==> config.mk <==
export PLATFORM = sky130hd
export DESIGN_NAME = dmem_write_buffer_flat
export DESIGN_NICKNAME = d
export VERILOG_FILES = /design/src/rtl/dmem_write_buffer_if.sv /design/src/rtl/dmem_write_buffer.sv /design/src/flat_wrapper.sv
export SDC_FILE = /design/constraint.sdc
export NUM_CORES = 1
export LEC_CHECK = 0
export ABC_CLOCK_PERIOD_IN_PS = 12290
export CORE_ASPECT_RATIO = 1.2
export CORE_MARGIN = 10
export CORE_UTILIZATION = 64
export CTS_CLUSTER_DIAMETER = 40
export CTS_CLUSTER_SIZE = 40
export DETAILED_ROUTE_END_ITERATION = 6
export PLACE_DENSITY = 0.93
export SLEW_MARGIN = 15
export SYNTH_ARGS = -nofsm -noshare
export SYNTH_HDL_FRONTEND = slang
export SYNTH_SLANG_ARGS = --single-unit
==> constraint.sdc <==
create_clock -name CLK -period 12.29 [get_ports CLK]
set_input_delay 2.458 -clock CLK [delete_from_list [all_inputs] [get_ports CLK]]
set_output_delay 2.458 -clock CLK [all_outputs]
set_load 0.03 [all_outputs]
==> src/rtl/dmem_write_buffer_if.sv <==
// RAM status encoding plus the bundled access-logic and RAM-port signals
// of the data-memory write buffer.
package cpu_types_pkg;
  typedef enum logic [1:0] {FREE, BUSY, ACCESS, ERROR} ramstate_t;
endpackage

interface dmem_write_buffer_if;
  import cpu_types_pkg::*;

  logic        dREN;
  logic        dWEN;
  logic [31:0] daddr;
  logic [31:0] dstore;
  logic [31:0] ddata;
  logic        dready;
  logic        wempty;
  logic        ramREN;
  logic        ramWEN;
  logic [31:0] ramaddr;
  logic [31:0] ramstore;
  logic [31:0] ramload;
  ramstate_t   ramstate;

  modport slave (
    input  dREN, dWEN, daddr, dstore, ramload, ramstate,
    output ddata, dready, wempty, ramREN, ramWEN, ramaddr, ramstore
  );

  modport master (
    output dREN, dWEN, daddr, dstore, ramload, ramstate,
    input  ddata, dready, wempty, ramREN, ramWEN, ramaddr, ramstore
  );
endinterface

==> src/rtl/dmem_write_buffer.sv <==
// Posted-store write buffer between the data-cache access logic and RAM:
// stores queue in a FIFO and drain in the background, loads forward or read RAM.
module dmem_write_buffer
  import cpu_types_pkg::*;
#(
  parameter int DEPTH = 4
) (
  input logic                 CLK,
  input logic                 nRST,
  dmem_write_buffer_if.slave  bus
);

  localparam int PTR_W = $clog2(DEPTH);
  localparam int CNT_W = PTR_W + 1;

  typedef enum logic [1:0] {IDLE, DRAIN, READ} state_t;

  state_t             state_q, state_d;
  logic [31:0]        addr_q [DEPTH];
  logic [31:0]        data_q [DEPTH];
  logic [PTR_W-1:0]   head_q, head_d;
  logic [PTR_W-1:0]   tail_q, tail_d;
  logic [CNT_W-1:0]   count_q, count_d;
  logic [31:0]        ddata_q, ddata_d;
  logic               dready_q, dready_d;

  logic               reqLive;
  logic               storeReq;
  logic               loadReq;
  logic               loadMiss;
  logic               fwdHit;
  logic [31:0]        fwdData;
  logic [PTR_W-1:0]   fwdIdx;
  logic               popNow;
  logic               full;
  logic               push;
  logic               ramRENc;
  logic               ramWENc;
  logic [31:0]        ramAddrC;
  logic [31:0]        ramStoreC;

  // A request seen in its own dready cycle is the one just completed, so it is masked.
  assign reqLive  = (bus.dREN | bus.dWEN) & ~dready_q;
  assign storeReq = reqLive & bus.dWEN;
  assign loadReq  = reqLive & bus.dREN & ~bus.dWEN;

  assign popNow   = (state_q == DRAIN) && (bus.ramstate == ACCESS);
  assign full     = (count_q == CNT_W'(DEPTH));
  assign push     = storeReq & (~full | popNow);
  assign loadMiss = loadReq & ~fwdHit;

  // Scan oldest to youngest so the last hit is the youngest matching store.
  always_comb begin
    fwdHit  = 1'b0;
    fwdData = '0;
    fwdIdx  = '0;
    for (int k = 0; k < DEPTH; k++) begin
      fwdIdx = head_q + PTR_W'(k);
      if ((CNT_W'(k) < count_q) && (addr_q[fwdIdx][31:2] == bus.daddr[31:2])) begin
        fwdHit  = 1'b1;
        fwdData = data_q[fwdIdx];
      end
    end
  end

  always_comb begin
    state_d   = state_q;
    dready_d  = 1'b0;
    ddata_d   = ddata_q;
    ramRENc   = 1'b0;
    ramWENc   = 1'b0;
    ramAddrC  = '0;
    ramStoreC = '0;

    case (state_q)
      IDLE: begin
        if (loadMiss) begin
          state_d = READ;
        end else if (count_q != '0) begin
          state_d = DRAIN;
        end
      end
      DRAIN: begin
        ramWENc   = 1'b1;
        ramAddrC  = addr_q[head_q];
        ramStoreC = data_q[head_q];
        if (popNow) begin
          state_d = IDLE;
        end
      end
      READ: begin
        ramRENc  = 1'b1;
        ramAddrC = bus.daddr;
        if (bus.ramstate == ACCESS) begin
          state_d  = IDLE;
          dready_d = 1'b1;
          ddata_d  = bus.ramload;
        end
      end
      default: begin
        state_d = IDLE;
      end
    endcase

    if (push) begin
      dready_d = 1'b1;
    end
    if (loadReq && fwdHit && (state_q != READ)) begin
      dready_d = 1'b1;
      ddata_d  = fwdData;
    end
  end

  // A push and a pop in the same cycle leave the count unchanged.
  always_comb begin
    head_d  = head_q + PTR_W'(popNow);
    tail_d  = tail_q + PTR_W'(push);
    count_d = count_q + CNT_W'(push) - CNT_W'(popNow);
  end

  always_ff @(posedge CLK) begin
    if (!nRST) begin
      state_q  <= IDLE;
      head_q   <= '0;
      tail_q   <= '0;
      count_q  <= '0;
      ddata_q  <= '0;
      dready_q <= 1'b0;
      for (int i = 0; i < DEPTH; i++) begin
        addr_q[i] <= '0;
        data_q[i] <= '0;
      end
    end else begin
      state_q  <= state_d;
      head_q   <= head_d;
      tail_q   <= tail_d;
      count_q  <= count_d;
      ddata_q  <= ddata_d;
      dready_q <= dready_d;
      if (push) begin
        addr_q[tail_q] <= bus.daddr;
        data_q[tail_q] <= bus.dstore;
      end
    end
  end

  assign bus.ddata    = ddata_q;
  assign bus.dready   = dready_q;
  assign bus.wempty   = (count_q == '0);
  assign bus.ramREN   = ramRENc;
  assign bus.ramWEN   = ramWENc;
  assign bus.ramaddr  = ramAddrC;
  assign bus.ramstore = ramStoreC;

endmodule

==> src/flat_wrapper.sv <==
// flat-port wrapper written by rule: the top's interface ports become plain ports
module dmem_write_buffer_flat import cpu_types_pkg::*;
#(
  parameter int DEPTH = 4
)
  (CLK, nRST, bus_dREN, bus_dWEN, bus_daddr, bus_dstore, bus_ramload, bus_ramstate, bus_ddata, bus_dready, bus_wempty, bus_ramREN, bus_ramWEN, bus_ramaddr, bus_ramstore);
  dmem_write_buffer_if bus_i ();
  input logic CLK;
  input logic nRST;
  input wire logic [$bits(bus_i.dREN)-1:0] bus_dREN;
  input wire logic [$bits(bus_i.dWEN)-1:0] bus_dWEN;
  input wire logic [$bits(bus_i.daddr)-1:0] bus_daddr;
  input wire logic [$bits(bus_i.dstore)-1:0] bus_dstore;
  input wire logic [$bits(bus_i.ramload)-1:0] bus_ramload;
  input wire logic [$bits(bus_i.ramstate)-1:0] bus_ramstate;
  output wire logic [$bits(bus_i.ddata)-1:0] bus_ddata;
  output wire logic [$bits(bus_i.dready)-1:0] bus_dready;
  output wire logic [$bits(bus_i.wempty)-1:0] bus_wempty;
  output wire logic [$bits(bus_i.ramREN)-1:0] bus_ramREN;
  output wire logic [$bits(bus_i.ramWEN)-1:0] bus_ramWEN;
  output wire logic [$bits(bus_i.ramaddr)-1:0] bus_ramaddr;
  output wire logic [$bits(bus_i.ramstore)-1:0] bus_ramstore;
  assign bus_i.dREN = bus_dREN;
  assign bus_i.dWEN = bus_dWEN;
  assign bus_i.daddr = bus_daddr;
  assign bus_i.dstore = bus_dstore;
  assign bus_i.ramload = bus_ramload;
  assign bus_i.ramstate = bus_ramstate;
  assign bus_ddata = bus_i.ddata;
  assign bus_dready = bus_i.dready;
  assign bus_wempty = bus_i.wempty;
  assign bus_ramREN = bus_i.ramREN;
  assign bus_ramWEN = bus_i.ramWEN;
  assign bus_ramaddr = bus_i.ramaddr;
  assign bus_ramstore = bus_i.ramstore;
  dmem_write_buffer #(.DEPTH(DEPTH)) u_core (.CLK(CLK), .nRST(nRST), .bus(bus_i));
endmodule
==> run metrics, run 1 <==
core area 33,200 um2; crit-path most repeated cell clkdlybuf4s50_1; CP required 9.83 ns; antenna-violating nets left 0; CTS resizes 0; fill count 2,211; critical path endpoint category output port; chip width 187 um; Routed wire per std cell 30.9 um; gr ovfl total 0; htree depth 2; Synth Register Bits a little under 300; Seq. cell area 8540 um2; Post-synth EDFFs 256; Final Critical Period 7.06 ns; Power Density 144 nW/um2; critical path buffer and inverter count 2; area of the die 41,300 um2; VDD IR max about 130 uV; Synth Warn # 0; netlist area before placement 21,500 um2; share of layout cells above drive strength 1 0.128; Syn Inst Count approximately 2,000; critical path type input pin to output port; Hold Crit Depth 2; worst path cell trace clkdlybuf4s50_1 -> a32oi_1 -> nor2b_1 -> clkdlybuf4s50_1; Rows 73; reg2reg path depth 10; Bufs on Longest Clock Path 3; Global Route Usage Sum 0.366; prevailing post-synth register cell edfxtp_1; first-pass GRT wire length 117,000 um; ys async rst share 0; post-CTS setup buffers 0; multi-input logic area 11,900 um2; achievable frequency 0.142 GHz; Final #Nets 2,185; crit-path max FO 13; Root Driver clkbuf_16; Die Y-Extent 221 um; nature of the critical path startpoint input pin; antenna violations before repair 2; crit share post-route 0.574; Netlist cell types 90; maximum number of pins on one net before global-route repair 81; Final HPWL DP 49,500 um; cts hold-fix bufs 0; critical path's top delay family buffers and inverters; Iter 0 DRT Violations between 3,000 and 4,000; failing checks DRC; final hold vios 0; DRC violations left 10; final setup violating endpoints 0; CTS sink cnt 298; RSZ-0062 raised after global routing false; status finished with violations; max cap viols 0; number of placed I/O pins 202; Initial Utilization 0.647; sequential area share after synthesis 0.398; synthesized area per cell 10.7 um2; PortBufs between 200 and 250; vias per cell 7.49; Hold Path Class flip-flop to flip-flop; CTS Buf Count 40; Fin Clk Skew approximately 0.028 ns; placed cell count 2,481; Slew @ Worst Pin between 1 and 1.5 ns; Layout Cells excl Fill 2,556; Via Count ~19,000; vias in the first global route 19,000; CP Depth 4; Worst Path Arrival 4.60 ns; worst skew pair latency 0.57 ns; leakage 8.68 nW; CP max stage delay between 0.9 and 1 ns; Pwr Total 3.56 mW; Fin Setup TNS 0 ns; Final Util 0.743; gpl congestion 1.05; Reg clk slew, reported paths 0.07 ns; CTS tree yes; max_slew headroom 0.175; Routed WL 78,900 um; Syn Nets ~2,100; first-pass iteration count of the detailed router 7; Area growth syn-to-layout 14.8%; slowest cell on the critical path clkdlybuf4s50_1; final-report max-slew violation count 0
## per-layer routing
metal / vias up / share of wire / global-route usage
met1: 9127 / 0.34 / 0.432
met2: 1726 / 0.46 / 0.592
met4: 2 / 0.081 / 0.248
li1: 7831 / - / -
met5: - / 0.00016 / 0
met3: 463 / 0.12 / 0.0849
## cell usage in the layout, fill, tap and decap left out, types with 15 or more instances in the layout
cell type | netlist | final
a21oi_1 | 38 | 38
a22oi_1 | 84 | 84
a311o_1 | 40 | 40
and2_1 | 188 | 188
and3_1 | 113 | 112
buf_4 | 14 | 28
clkbuf_16 | 0 | 42
clkdlybuf4s50_1 | 0 | 200
dfxtp_1 | 42 | 40
edfxtp_1 | 256 | 256
inv_1 | 24 | 24
mux2_2 | 87 | 87
mux2i_1 | 204 | 204
mux4_2 | 42 | 42
nand2_1 | 75 | 73
nand4_1 | 15 | 15
nor2_1 | 73 | 72
nor2b_1 | 37 | 36
nor3_1 | 35 | 34
nor3b_1 | 20 | 18
nor4_1 | 30 | 29
o2111ai_1 | 38 | 38
o21ai_0 | 28 | 28
o21ai_1 | 26 | 26
xnor2_1 | 78 | 78
xor2_1 | 20 | 20
## flip-flops by register name (all words and copies together), names as in the netlist
name / count
u_core.count_q: 3
u_core.data_q: 128
u_core.head_q: 2
u_core.bus.ddata: 32
u_core.state_q: 2
u_core.tail_q: 2
u_core.bus.dready: 1
u_core.addr_q: 128
## cell families (layout without fill, tap and decap cells)
logic type	after synthesis	after routing	synth area share
AO/OA/AOI/OAI	396	396	0.144
XOR/XNOR	98	98	0.0400
adder cells (fa/ha/maj)	10	10	0.00618
other	0	1	0
buffers and inverters	236	328	0.0530
multiplexers	335	335	0.187
AND/OR/NAND/NOR	640	640	0.173
flip-flops	298	298	0.398
## worst min-delay path: cells and delay by family, from the launching register on
kind | cells | cell delay (ns)
AO/OA/AOI/OAI | 2 | 0.23
flip-flops | 1 | 0.34
## Yosys cell counts (all sizes together), types with 9 or more instances
library cell	n	area, um2
a21oi	39	199
a22oi	88	681
a2bb2oi	9	85.1
a311o	40	400
a31oi	12	75.1
a32oi	10	87.6
and2	188	1180
and3	113	707
buf	79	548
clkbuf	132	495
dfxtp	42	841
edfxtp	256	7690
ha	9	113
inv	24	90.1
mux2	87	980
mux2i	205	2060
mux4	43	972
nand2	75	282
nand2b	11	68.8
nand3	10	62.6
nand4	16	106
nand4b	10	87.6
nor2	75	287
nor2b	37	231
nor3	36	185
nor3b	20	150
nor4	30	188
o2111ai	38	333
o211a	14	148
o211ai	11	82.6
o21ai	54	270
xnor2	78	683
xor2	20	175
## final cells by class
type | count | area share
tap | 450 | 0.0229
timing repair buffer | 229 | 0.0900
clock inverter | 29 | 0.0111
antenna | 1 | 0.000102
sequential | 298 | 0.347
multi-input combinational | 1479 | 0.482
clock buffer | 45 | 0.0435
inverter | 25 | 0.00391
## final timing paths
path	start	end	slack [ns]
hold reg to reg	u_core.state_q[0]	u_core.state_q[0]	0.62
setup reg to reg	u_core.head_q[1]	u_core.bus.ddata[5]	5.75
setup / recovery	bus_daddr[27]	bus_ramaddr[27]	5.23
hold / removal	u_core.state_q[0]	u_core.state_q[0]	0.62
## per-stage QoR
stage | area [um2] | hold WS [ns] | setup WS, ns
after detailed placement | 23300 | 0.604 | 4.98
after CTS | 24600 | 0.620 | 5.36
after global placement | 23300 | 0.607 | 5.11
after global routing | 24600 | 0.685 | 5.25
after floorplan | 21500 | 0.530 | 6.32
final | 24600 | 0.624 | 5.23
## report_power, final
group | switching (mW) | internal (mW) | total [mW]
Sequential | 0.0828 | 1.21 | 1.29
Combinational | 0.675 | 0.399 | 1.07
Clock | 0.507 | 0.689 | 1.20
No activity file was read; power rests on OpenSTA's default activity.
==> run 2: changes to the inputs <==
- ABC_CLOCK_PERIOD_IN_PS: 12290 -> 7100
- CORE_UTILIZATION: 64 -> 59
- PLACE_DENSITY: 0.93 -> 0.87
- clock period: 12.29 -> 7.1 ns (I/O delays scaled with it)
==> run 2 against run 1 <==
- the flow still finishes with violations (DRC)
- hold slack got worse by 0.032 ns
- setup slack got worse by 3.9 ns
- sequential share of layout area fell by 0.45 points
- clock power rose by 91%
- non-clock buffer count rose by 10
- power rose by 79%
- combinational power rose by 74%
- flip-flop and latch count did not move
- wire length fell by 0.39%
- clock skew fell by 0.0080 ns
- global-route usage fell by 2.9 points
==> run metrics, run 2 (synthesis results as in run 1) <==
status finished with violations (unchanged); failing checks DRC (unchanged); CTS tree yes (unchanged); final-report max-slew violation count 0 (unchanged); Worst Path Arrival 6.23 ns (was 4.60 ns); commonest non-fill, non-tap cell in the layout edfxtp_1 (unchanged); placed cell count 2,509 (was 2,481); max cap viols 0 (unchanged); fill count 2,606 (was 2,211); Power Density 256 nW/um2 (was 144 nW/um2); Hold Worst Slack 0.593 ns (was 0.624 ns); Reg clk slew, reported paths 0.06 ns (was 0.07 ns); crit share post-route 0.809; RSZ-0062 raised after global routing false (unchanged); critical path endpoint category flip-flop (was output port); Initial Utilization 0.597 (was 0.647); CP Depth 10 (was 4); Routed wire per std cell 30.4 um (was 30.9 um); Fin Clk Skew 0.0202 ns (was 0.0282 ns); cts hold-fix bufs 0 (unchanged); first-pass iteration count of the detailed router 7 (unchanged); Hold Crit Depth 2 (unchanged); Via Count 18,800 (was 19,100); Hold Path Class flip-flop to flip-flop (unchanged); Iter 0 DRT Violations 2,539 (was 3,006); Global Route Usage Sum 0.337 (was 0.366); CTS resizes 0 (unchanged); Switching Share 0.335 (was 0.355); cell-internal power 4.24 mW (was 2.29 mW); crit-path most repeated cell o2111ai_1 (was clkdlybuf4s50_1); Final #Nets 2,195 (was 2,185); Pwr Total 6.38 mW (was 3.56 mW); Reg power frac 0.349 (was 0.362); share of layout cells above drive strength 1 0.130 (was 0.128); antenna violations before repair 0 (was 2); post-CTS setup buffers 0 (unchanged); VDD IR max 259 uV (was 127 uV); Clock power frac 0.359 (was 0.336); CP max stage delay 0.82 ns (was 0.95 ns); antenna-violating nets left 0 (unchanged); max_slew headroom 0.223 (was 0.175); first-pass GRT wire length 117,000 um (about the same); Rows 76 (was 73); Final HPWL DP 50,500 um (was 49,500 um); final hold vios 0 (unchanged); leakage 8.81 nW (was 8.68 nW); worst skew pair latency 0.56 ns (was 0.57 ns); Slew @ Worst Pin 1.17 ns (was 1.23 ns); vias per cell 7.28 (was 7.49); reg2reg path depth 11 (was 10); area of the die 44,400 um2 (was 41,300 um2); Root Driver clkbuf_16 (unchanged); vias in the first global route 18,600 (was 19,000); CTS Buf Count 40 (unchanged); Post-Layout Inst Area 25,000 um2 (was 24,600 um2); slowest cell on the critical path o41a_2 (was clkdlybuf4s50_1); Fin Setup TNS 0 ns (unchanged); Placement Cell Area 23,500 um2 (was 23,300 um2); PortBufs 201 (unchanged); crit-path max FO 40 (was 13); CTS sink cnt 298 (unchanged); Final Util 0.694 (was 0.743); Layout Cells excl Fill 2,583 (was 2,556); worst path cell trace clkdlybuf4s50_1 -> a22oi_1 -> o2111ai_1 -> o21a_1 -> or4_1 -> buf_4 -> nor2_2 -> o41a_2 -> o2111ai_1 -> o21ai_1 (was clkdlybuf4s50_1 -> a32oi_1 -> nor2b_1 -> clkdlybuf4s50_1); gpl congestion 1.02 (was 1.05); CP required 7.59 ns (was 9.83 ns); achievable frequency 0.174 GHz; gr ovfl total 0 (unchanged); P_sw 2.14 mW (was 1.26 mW); critical path's top delay family compound AO/OA/AOI/OAI gates (was buffers and inverters); Final WS setup 1.36 ns (was 5.23 ns); DRC violations left 1 (was 10); Die Y-Extent 229 um (was 221 um); Placement Setup Slack 1.07 ns (was 4.98 ns); critical path type input pin to flip-flop (was input pin to output port); final setup violating endpoints 0 (unchanged); Bufs on Longest Clock Path 3 (unchanged); Routed WL 78,600 um (was 78,900 um); core area 35,900 um2 (was 33,200 um2); Final Critical Period 5.74 ns; antenna diode count 0 (was 1); chip width 194 um (was 187 um); htree depth 2 (unchanged); critical path buffer and inverter count 2 (unchanged); number of placed I/O pins 202 (unchanged); maximum number of pins on one net before global-route repair 105 (was 81); nature of the critical path startpoint input pin (unchanged); Comb power frac 0.291 (was 0.302); most frequent cells in the layout 256 x edfxtp_1, 204 x mux2i_1, 200 x clkdlybuf4s50_1 (unchanged); Area growth syn-to-layout 16.3% (was 14.8%); flop2flop setup slack 1.72 ns (was 5.75 ns)
-- run 2: final timing paths --
kind	start	endpoint
setup / recovery	bus_daddr[11]	u_core.bus.ddata[19]
hold / removal	u_core.state_q[0]	u_core.state_q[0]
setup reg to reg	u_core.head_q[1]	u_core.bus.ddata[19]
hold reg to reg	u_core.state_q[0]	u_core.state_q[0]
-- run 2: final cells by class --
class	instances	area (um2)	area share
clock inverters	22	403	0.0161
clock buffers	52	1090	0.0436
flip-flops and latches	298	8540	0.342
inverters	25	96.3	0.00386
well taps	468	586	0.0235
repair buffers	239	2380	0.0954
multi-input cells	1479	11900	0.475
-- run 2: power groups by stage --
stage	clock (mW)	combinational, mW	sequential [mW]
after floorplan	0	1.14	2.20
after global placement	0	1.78	2.24
after detailed placement	0	1.81	2.25
after CTS	2.28	1.82	2.22
after global routing	2.35	1.93	2.24
final	2.29	1.86	2.23
-- run 2: routing by layer --
metal | track usage | vias to the layer above | part of all wire
met5 | 0 | - | 0
met4 | 0.190 | 0 | 0.063
met3 | 0.0703 | 343 | 0.11
met2 | 0.556 | 1560 | 0.48
met1 | 0.401 | 9063 | 0.35
li1 | - | 7842 | -
-- run 2: tightest hold or removal path: stages, from the launching register on --
cell and delay [ns]:
dfxtp_1 0.33, o21ai_0 0.17, a21oi_1 0.05
